==> src/rtl/modaddsub_serial.sv <==
`default_nettype none
// ============================================================================
// Module      : modaddsub_serial
// Description : Digit-serial adder/subtractor with optional modular
//               reduction. Computes a+b, a-b, (a+b) mod m or (a-b) mod m
//               over WIDTH bits, DIGIT bits per clock, LSD first. Modular
//               modes run a second correction pass over the pass-1 result.
// Ports       :
//   clk        rising-edge clock
//   rst        synchronous active-high reset
//   i_start    operation request, sampled only while idle
//   i_op       00 add, 01 sub, 10 mod add, 11 mod sub (sampled with start)
//   i_a, i_b   operands (sampled with start)
//   i_m        modulus (sampled with start, used when i_op[1]=1)
//   o_result   result, valid from the done cycle until the next start
//   o_carry    add: carry out; sub: borrow; modular: correction applied
//   o_ready_n  0 = idle/accepting, 1 = busy
//   o_done     one-cycle completion pulse
// Revision    : 1.0 - initial release
// ============================================================================
module modaddsub_serial #(
  parameter int WIDTH = 64,
  parameter int DIGIT = 8
) (
  input  logic             clk,
  input  logic             rst,
  input  logic             i_start,
  input  logic [1:0]       i_op,
  input  logic [WIDTH-1:0] i_a,
  input  logic [WIDTH-1:0] i_b,
  input  logic [WIDTH-1:0] i_m,
  output logic [WIDTH-1:0] o_result,
  output logic             o_carry,
  output logic             o_ready_n,
  output logic             o_done
);

  localparam int N    = WIDTH / DIGIT;
  localparam int IDXW = (N > 1) ? $clog2(N) : 1;
  localparam logic [IDXW-1:0] c_LAST = IDXW'(N - 1);

  typedef enum logic [1:0] {
    S_IDLE  = 2'd0,
    S_PASS1 = 2'd1,
    S_PASS2 = 2'd2
  } state_t;

  state_t r_state;
  state_t w_next;

  logic [WIDTH-1:0] r_a;
  logic [WIDTH-1:0] r_b;
  logic [WIDTH-1:0] r_m;
  logic [1:0]       r_op;
  logic [IDXW-1:0]  r_idx;
  logic             r_c;      // running digit carry
  logic             r_c1;     // final carry of pass 1
  logic [WIDTH-1:0] r_t;      // pass-2 candidate (corrected) result
  logic [WIDTH-1:0] r_res;
  logic             r_carry;
  logic             r_ready_n;
  logic             r_done;

  logic             w_pass2;
  logic             w_last;
  logic             w_inv;
  int               w_base;
  logic [DIGIT-1:0] w_x;
  logic [DIGIT-1:0] w_y_raw;
  logic [DIGIT-1:0] w_y;
  logic [DIGIT:0]   w_sum;
  logic [WIDTH-1:0] w_res_upd;
  logic [WIDTH-1:0] w_t_upd;
  logic             w_correct;

  // --------------------------------------------------------------------------
  // State register
  // --------------------------------------------------------------------------
  always_ff @(posedge clk) begin
    if (rst) begin
      r_state <= S_IDLE;
    end else begin
      r_state <= w_next;
    end
  end

  // --------------------------------------------------------------------------
  // Next-state logic
  // --------------------------------------------------------------------------
  always_comb begin
    w_next = r_state;
    case (r_state)
      S_IDLE:  if (i_start) w_next = S_PASS1;
      S_PASS1: if (w_last)  w_next = r_op[1] ? S_PASS2 : S_IDLE;
      S_PASS2: if (w_last)  w_next = S_IDLE;
      default: w_next = S_IDLE;
    endcase
  end

  // --------------------------------------------------------------------------
  // Digit adder. Pass 1 works on a/b; pass 2 works on the pass-1 result and
  // the modulus. Subtraction is a + ~b + 1, the +1 coming from the carry
  // seeded at the start of the pass.
  // --------------------------------------------------------------------------
  always_comb begin
    w_pass2   = (r_state == S_PASS2);
    w_last    = (r_idx == c_LAST);
    w_base    = int'(r_idx) * DIGIT;
    w_x       = w_pass2 ? r_res[w_base +: DIGIT] : r_a[w_base +: DIGIT];
    w_y_raw   = w_pass2 ? r_m[w_base +: DIGIT]   : r_b[w_base +: DIGIT];
    // Mod add subtracts m in pass 2; mod sub adds m back.
    w_inv     = w_pass2 ? ~r_op[0] : r_op[0];
    w_y       = w_inv ? ~w_y_raw : w_y_raw;
    w_sum     = {1'b0, w_x} + {1'b0, w_y} + {{DIGIT{1'b0}}, r_c};
    w_res_upd = r_res;
    w_res_upd[w_base +: DIGIT] = w_sum[DIGIT-1:0];
    w_t_upd   = r_t;
    w_t_upd[w_base +: DIGIT]   = w_sum[DIGIT-1:0];
    // Mod add: reduce when the sum overflowed WIDTH bits or s >= m (no
    // borrow from s - m). Mod sub: add m back when pass 1 borrowed.
    w_correct = r_op[0] ? ~r_c1 : (r_c1 | w_sum[DIGIT]);
  end

  // --------------------------------------------------------------------------
  // Datapath and output registers
  // --------------------------------------------------------------------------
  always_ff @(posedge clk) begin
    if (rst) begin
      r_a       <= '0;
      r_b       <= '0;
      r_m       <= '0;
      r_op      <= '0;
      r_idx     <= '0;
      r_c       <= 1'b0;
      r_c1      <= 1'b0;
      r_t       <= '0;
      r_res     <= '0;
      r_carry   <= 1'b0;
      r_ready_n <= 1'b0;
      r_done    <= 1'b0;
    end else begin
      r_done <= 1'b0;
      case (r_state)
        S_IDLE: begin
          if (i_start) begin
            r_a       <= i_a;
            r_b       <= i_b;
            r_m       <= i_m;
            r_op      <= i_op;
            r_idx     <= '0;
            r_c       <= i_op[0];
            r_c1      <= 1'b0;
            r_t       <= '0;
            r_res     <= '0;
            r_ready_n <= 1'b1;
          end
        end
        S_PASS1: begin
          r_res <= w_res_upd;
          if (w_last) begin
            r_c1  <= w_sum[DIGIT];
            r_idx <= '0;
            if (r_op[1]) begin
              r_c <= ~r_op[0];
            end else begin
              r_carry   <= r_op[0] ? ~w_sum[DIGIT] : w_sum[DIGIT];
              r_done    <= 1'b1;
              r_ready_n <= 1'b0;
            end
          end else begin
            r_idx <= r_idx + IDXW'(1);
            r_c   <= w_sum[DIGIT];
          end
        end
        S_PASS2: begin
          r_t <= w_t_upd;
          if (w_last) begin
            if (w_correct) r_res <= w_t_upd;
            r_carry   <= w_correct;
            r_done    <= 1'b1;
            r_ready_n <= 1'b0;
            r_idx     <= '0;
          end else begin
            r_idx <= r_idx + IDXW'(1);
            r_c   <= w_sum[DIGIT];
          end
        end
        default: begin
          r_ready_n <= 1'b0;
        end
      endcase
    end
  end

  assign o_result  = r_res;
  assign o_carry   = r_carry;
  assign o_ready_n = r_ready_n;
  assign o_done    = r_done;

endmodule
`default_nettype wire

==> config.mk <==
export PLATFORM = sky130hd
export DESIGN_NAME = modaddsub_serial
export DESIGN_NICKNAME = d
export VERILOG_FILES = /design/src/rtl/modaddsub_serial.sv
export SDC_FILE = /design/constraint.sdc
export NUM_CORES = 1
export LEC_CHECK = 0
export ABC_AREA = 1
export BUFFER_PORTS_ARGS = -buffer_cell sky130_fd_sc_hd__buf_4
export CORE_MARGIN = 8
export CORE_UTILIZATION = 35
export DETAILED_ROUTE_END_ITERATION = 8
export GPL_TIMING_DRIVEN = 0
export PLACE_DENSITY_LB_ADDON = 0.08
export SYNTH_ARGS = -nofsm -noshare
export SYNTH_HDL_FRONTEND = slang
export SYNTH_SLANG_ARGS = --single-unit
==> constraint.sdc <==
create_clock -name clk -period 3.6 [get_ports clk]
set_input_delay 0.36 -clock clk [delete_from_list [all_inputs] [get_ports clk]]
set_output_delay 0.36 -clock clk [all_outputs]
set_load 0.03 [all_outputs]
After elaboration in Yosys (flattened, before gate mapping)
Cells that the tools add are included.

storage, ports and cells
  input port bits = 197
  output and inout bits = 67
  logic and storage cells = 96
  bits in registers = 332

cells by class
  muxes and demuxes = 42
  reduce and logical (&&, ||, !) cells = 16
  add/subtract/negate cells = 4
  equal/unequal tests = 10
  bitwise logic cells = 5
  shift operators = 6

operators with widths
  cell                       number
  $shiftx A64 B7 Y8          4
  $mux W64                   3
  $pmux W64 S3               1
  $bwmux W64                 2
  $pmux W64 S2               1
  $shift A8 B33 Y64 const A  1
  $shiftx A8 B33 Y64         1
  $neg A6 Y33                1
  $mux W8                    3
  $mux W1                    19
  $reduce_and A4 Y1          4
  $add A8 B8 Y9              1
  $add A9 B1 Y9              1
  $mux W2                    4
  $ne A2 B2 Y1 const B       4
  $not A8 Y8                 1
  $reduce_bool A2 Y1         4
  $mux W3                    2
  $pmux W1 S2                3
  $pmux W1 S3                2
  $pmux W2 S3                1
  $pmux W3 S2                1
  $reduce_and A2 Y1          3
  $reduce_and A3 Y1          2
  11 further kinds           14

Logic depth before layout (Yosys ltp)
  word-level depth = 11
  mapped depth = 28
  gate-level depth less buffers = 25

Worst setup path before layout
Ideal clock, no wire load.

  kind = reg-to-reg
  start point = reg r_state[0]
  end point = reg r_res[10], in the netlist o_result[10]
  path buffers = 4
  setup slack = -133 ps
  clock period less this slack = 3733 ps
  data required time = 3472 ps
  data arrival time = 3605 ps
  stages on the path, launching flop included = 25
  library setup time = 128 ps
  cells stage by stage = dfxtp_1 > inv_1 > ha_1 > inv_2 > clkbuf_1 > buf_2 > nor2_1 > o31ai_1 > o311ai_0 > nand2_1 > inv_1 > fa_1 > fa_1 > inv_1 > nand2_1 > nand2_1 > nand3_1 > nand2_1 > nand2_1 > nand2_2 > nand2_2 > buf_6 > buf_4 > a22oi_1 > nor2_1

on the way
  longest elaborated chain between the ends = 11
  elaborated cells between the ends (all ways) = 23
  those cells by class = 2 x add/sub; 5 x eq/ne; 1 x shift; 10 x mux; 2 x bitwise; 3 x reduce/logical

ends and longest elaborated chain
  item                    line      text
  start, declared         48        state_t r_state;
  start signal, assigned  83        r_state <= w_next;
  $eq A2 B2 Y1            106, 143
  $mux W8                 110       w_y_raw = w_pass2 ? r_m[w_base +: DIGIT] : r_b[w_base +: DIGIT];
  $not A8 Y8              113       w_y = w_inv ? ~w_y_raw : w_y_raw;
  $mux W8                 113
  $add A8 B8 Y9           114       w_sum = {1'b0, w_x} + {1'b0, w_y} + {{DIGIT{1'b0}}, r_c};
  $add A9 B1 Y9           114
  $shiftx A8 B33 Y64      116, 118
  $bwmux W64              118       w_t_upd[w_base +: DIGIT] = w_sum[DIGIT-1:0];
  $mux W64                178       if (w_correct) r_res <= w_t_upd;
  $mux W64                177       if (w_last) begin
  $pmux W64 S3            143       case (r_state)
  end signal, assigned    159       r_res <= w_res_upd;
  end signal, assigned    178
  end, declared           59        logic [WIDTH-1:0] r_res;

Several ways; a longest one is shown, not always the timed one. The select of a mux whose other input is x is not followed.
A chain may end at the register's enable or synchronous reset.

Worst setup path in the final report
  start point = reg r_state[0]
  end point = reg r_res[34], in the netlist o_result[34]

The elaborated chain is that of the path after synthesis.

==> impl_metrics.tcl <==
set metrics [dict create \
    status "finished, violations left" \
    violations "setup timing" \
    antenna_found_initial 2 \
    numCtsBuffers 40 \
    die_h_um 232 \
    grt_pass1_wl_um 118000 \
    rows 79 \
    maxSlewHeadroom_pct 19.4 \
    hold_depth 3 \
    ys_seq_area_share_pct 40.8 \
    grt_pass1_vias 18400 \
    dr.pass1.iters 5 \
    fmax_ghz 0.253 \
    slowest_stage "fa_2" \
    cp_max_fo 8 \
    drcViolationCount 0 \
    internal-power_mw 11.9 \
    ys_async_sr_fraction_pct 0 \
    route.detailed.wl_per_inst_um 23.9 \
    die-width_um 232 \
    initial_core_util_pct 35.2 \
    htreeDepth 2 \
    setup_slack_ns -0.356 \
    antenna_left 0 \
    tightest_slew_ns 1.21 \
    syn_inst 2420 \
    p_comb_share_pct 58.5 \
    yosys-top-cells-area "dfxtp_1, nor2_1, o21ai_0" \
    synth_ff_type "dfxtp_1" \
    grt_max_degree 13 \
    r2r_start "r_state[0]" \
    critPathLaunchType "register" \
    slew_viol_final 0 \
    synth.distinct_cells 45 \
    track_usage_pct 29.3 \
    synth_area_um2 16300 \
    syn_nets 2634 \
    max_cap_viol_count 0 \
    core-area_um2 46300 \
    cellPowerDensity_nw_per_um2 965 \
    drive_gt1_share_pct 25.7 \
    r2r_slack_ns -0.36 \
    synth_edf_count 0 \
    syn_to_final_growth_pct 40.2 \
    finalClockSkew_ns 0.0175 \
    min_delay_worst_endpoint "r_m[56]" \
    clock_power_share_pct 18.3 \
    hp-start "i_m[56]" \
    vias 18700 \
    rsz0062_at_grt "yes" \
    finalCritPeriodShare_pct 110 \
    crit_required_ns 4.09 \
    synth_seq_cells 332 \
    p_sw_mw 10.1 \
    die_area_um2 53700 \
    wirelength_um 82200 \
    endpoint_kind "register" \
    hp-class "in2reg" \
    hold_viol 0 \
    power.total_mw 22.0 \
    cp.arrival_ns 4.45 \
    overflow 0 \
    sw_frac_of_total_pct 45.9 \
    r2r-end "o_result[34]" \
    synth_top_area_cell "dfxtp_1" \
    clock_latency_ns 0.57 \
    portBuffers 262 \
    synth_warnings 0 \
    syn_avg_cell_area_um2 6.73 \
    io_pins 264 \
    setup_violations 87 \
    final_nets 3012 \
    synth_top_area_share_pct 40.8 \
    clk_pin_slew_ns 0.06 \
    numClockSinks 332 \
    viasPerCell 5.44 \
    fillers 4744 \
    power_frac_seq_pct 23.2 \
    cts_tree "built" \
    p_leak_nw 9.15 \
    vdd_ir_drop_max_mv 0.454 \
    crit_chain "inv_2 -> ha_4 -> clkinv_8 -> buf_12 -> buf_12 -> nand2_4 -> a21oi_4 -> o31ai_4 -> xor2_2 -> fa_2 -> fa_2 -> buf_4 -> buf_4 -> xor2_4 -> o21ai_1 -> o21ai_0 -> o21ai_0 -> nand2_1 -> a21oi_1" \
    crit_type "reg2reg" \
    min_period_ns 3.96 \
    ctsLongestPathBuffers 3 \
    hpwlAfterDp_um 61500 \
    dr.first_iter.drc_count 1599 \
    slowest_delay_ns 0.41 \
    cts-root-buf "clkbuf_16" \
    critPathTopFamily "compound AO/OA/AOI/OAI gates" \
    setup_tns_ns -20.40 \
    hold_buffers 0 \
    r2r_cells 19 \
    routabilityCongestion 0.966 \
    crit_buf_inv 6 \
]
==> cells in the mapped netlist, types with 3 or more instances <==
library cell	n
o31ai_1	13
nand3_1	139
or2_2	11
ha_1	15
nand4_1	3
o21ai_1	6
xor2_1	13
nand2_1	410
a221oi_1	4
buf_6	5
o311ai_0	3
buf_1	14
nor2_4	4
buf_4	10
a221o_1	3
a211oi_1	5
nand2_2	5
inv_2	12
clkbuf_1	116
inv_1	70
o221ai_1	5
o211ai_1	35
o21ai_0	374
a21oi_1	220
buf_2	42
clkinv_1	3
nor3_1	4
a22oi_1	7
o22ai_1	7
dfxtp_1	332
o21a_1	4
nor2_1	508
==> worst max-delay path by stage <==
stage | start | to | slack (ns) | depth (start not counted)
6_report | r_state[0] | o_result[34] | -0.36 | 19
2_1_floorplan | r_state[0] | o_result[10] | 0.001 | 24
3_3_place_gp | r_state[0] | o_result[44] | -1.71 | 20
4_1_cts | r_state[0] | o_result[45] | -0.23 | 25
3_5_place_dp | r_state[0] | o_result[44] | -1.64 | 20
5_1_grt | r_state[0] | o_result[41] | -0.45 | 25
==> through the flow <==
stage	instances	setup slack [ns]	util (%)	instance area, um2	hold slack, ns
2_1_floorplan	2420	0.00112	-	16300	0.437
3_3_place_gp	3289	-1.71	41.1	19000	0.449
3_5_place_dp	3289	-1.64	41.1	19000	0.455
4_1_cts	3416	-0.228	47.7	22100	0.0306
5_1_grt	3434	-0.449	49.4	22800	0.0506
6_report	3435	-0.356	49.4	22800	0.0448
==> cells in the final DEF, fill, tap and decap left out, types with 25 or more instances in the layout <==
master       n
nand2_1    345
a21oi_1    172
a21oi_2     45
o21ai_0    362
o211ai_1    35
inv_1       64
dfxtp_1    329
buf_4      324
nor2_1     496
nand2_2     48
nand3_1    101
nand3_2     25
clkbuf_16   46
clkbuf_1   107
==> area by class of cell <==
| type | count | area (um2) | share of cell area, % |
|---|---|---|---|
| Buffer | 184 | 1320 | 5.76 |
| Clock buffer | 57 | 1140 | 4.98 |
| Timing Repair Buffer | 339 | 2850 | 12.5 |
| Inverter | 85 | 344 | 1.51 |
| Clock inverter | 14 | 135 | 0.592 |
| Antenna cell | 1 | 2.50 | 0.0110 |
| Tap cell | 607 | 759 | 3.33 |
| Sequential cell | 332 | 6650 | 29.1 |
| Multi-Input combinational cell | 1816 | 9650 | 42.2 |
==> power groups by stage <==
stage                     clock network [mW]  logic (mW)  registers (mW)
final                                   4.03        12.9            5.11
after global routing                    4.22        13.6            5.18
after CTS                               4.07        11.2            5.09
after detailed placement                   0        8.56            5.15
after global placement                     0        8.54            5.13
after floorplan                            0        5.33            4.98
==> worst reg2reg max path: cells and delay by family, from the launching register on <==
family,cells,cell delay [ns]
AOI/OAI and AO/OA,6,1.24
adders and majority gates,3,1.07
buffers and inverters,6,0.80
DFF,1,0.33
xor gates and xnor gates,2,0.30
and+or+nand+nor,2,0.13
==> kinds of logic after synthesis <==
family,after synthesis,share of synthesized area (%)
DFF,332,40.8
AOI/OAI and AO/OA,693,22.9
buffers and inverters,272,7.05
xor gates and xnor gates,14,0.753
adders and majority gates,17,1.40
and+or+nand+nor,1091,27.1
muxes,1,0.0615
==> metal layers <==
layer | GRT usage (%) | wire [um] | vias to the layer above
li1 | - | - | 8820
met1 | 34.8 | 32700 | 8851
met2 | 49.8 | 39100 | 779
met3 | 5.03 | 5450 | 233
met4 | 16.4 | 4950 | 2
met5 | 0 | 9 | -
==> registers in the layout, summed over array words and instances, names as in the netlist <==
name       count
r_c1           1
r_state        2
o_done         1
r_op           2
o_result      64
r_b           64
r_t           64
r_c            1
r_idx          3
r_a           64
o_ready_n      1
o_carry        1
r_m           64
==> timing repair <==
action,4_1_cts,5_1_grt
pin swaps,44,78
endpoints found under the setup margin,131,115
cloned,8,2
setup buffers,55,25
resized for setup,311,175
Power figures use the tool's default switching activity.
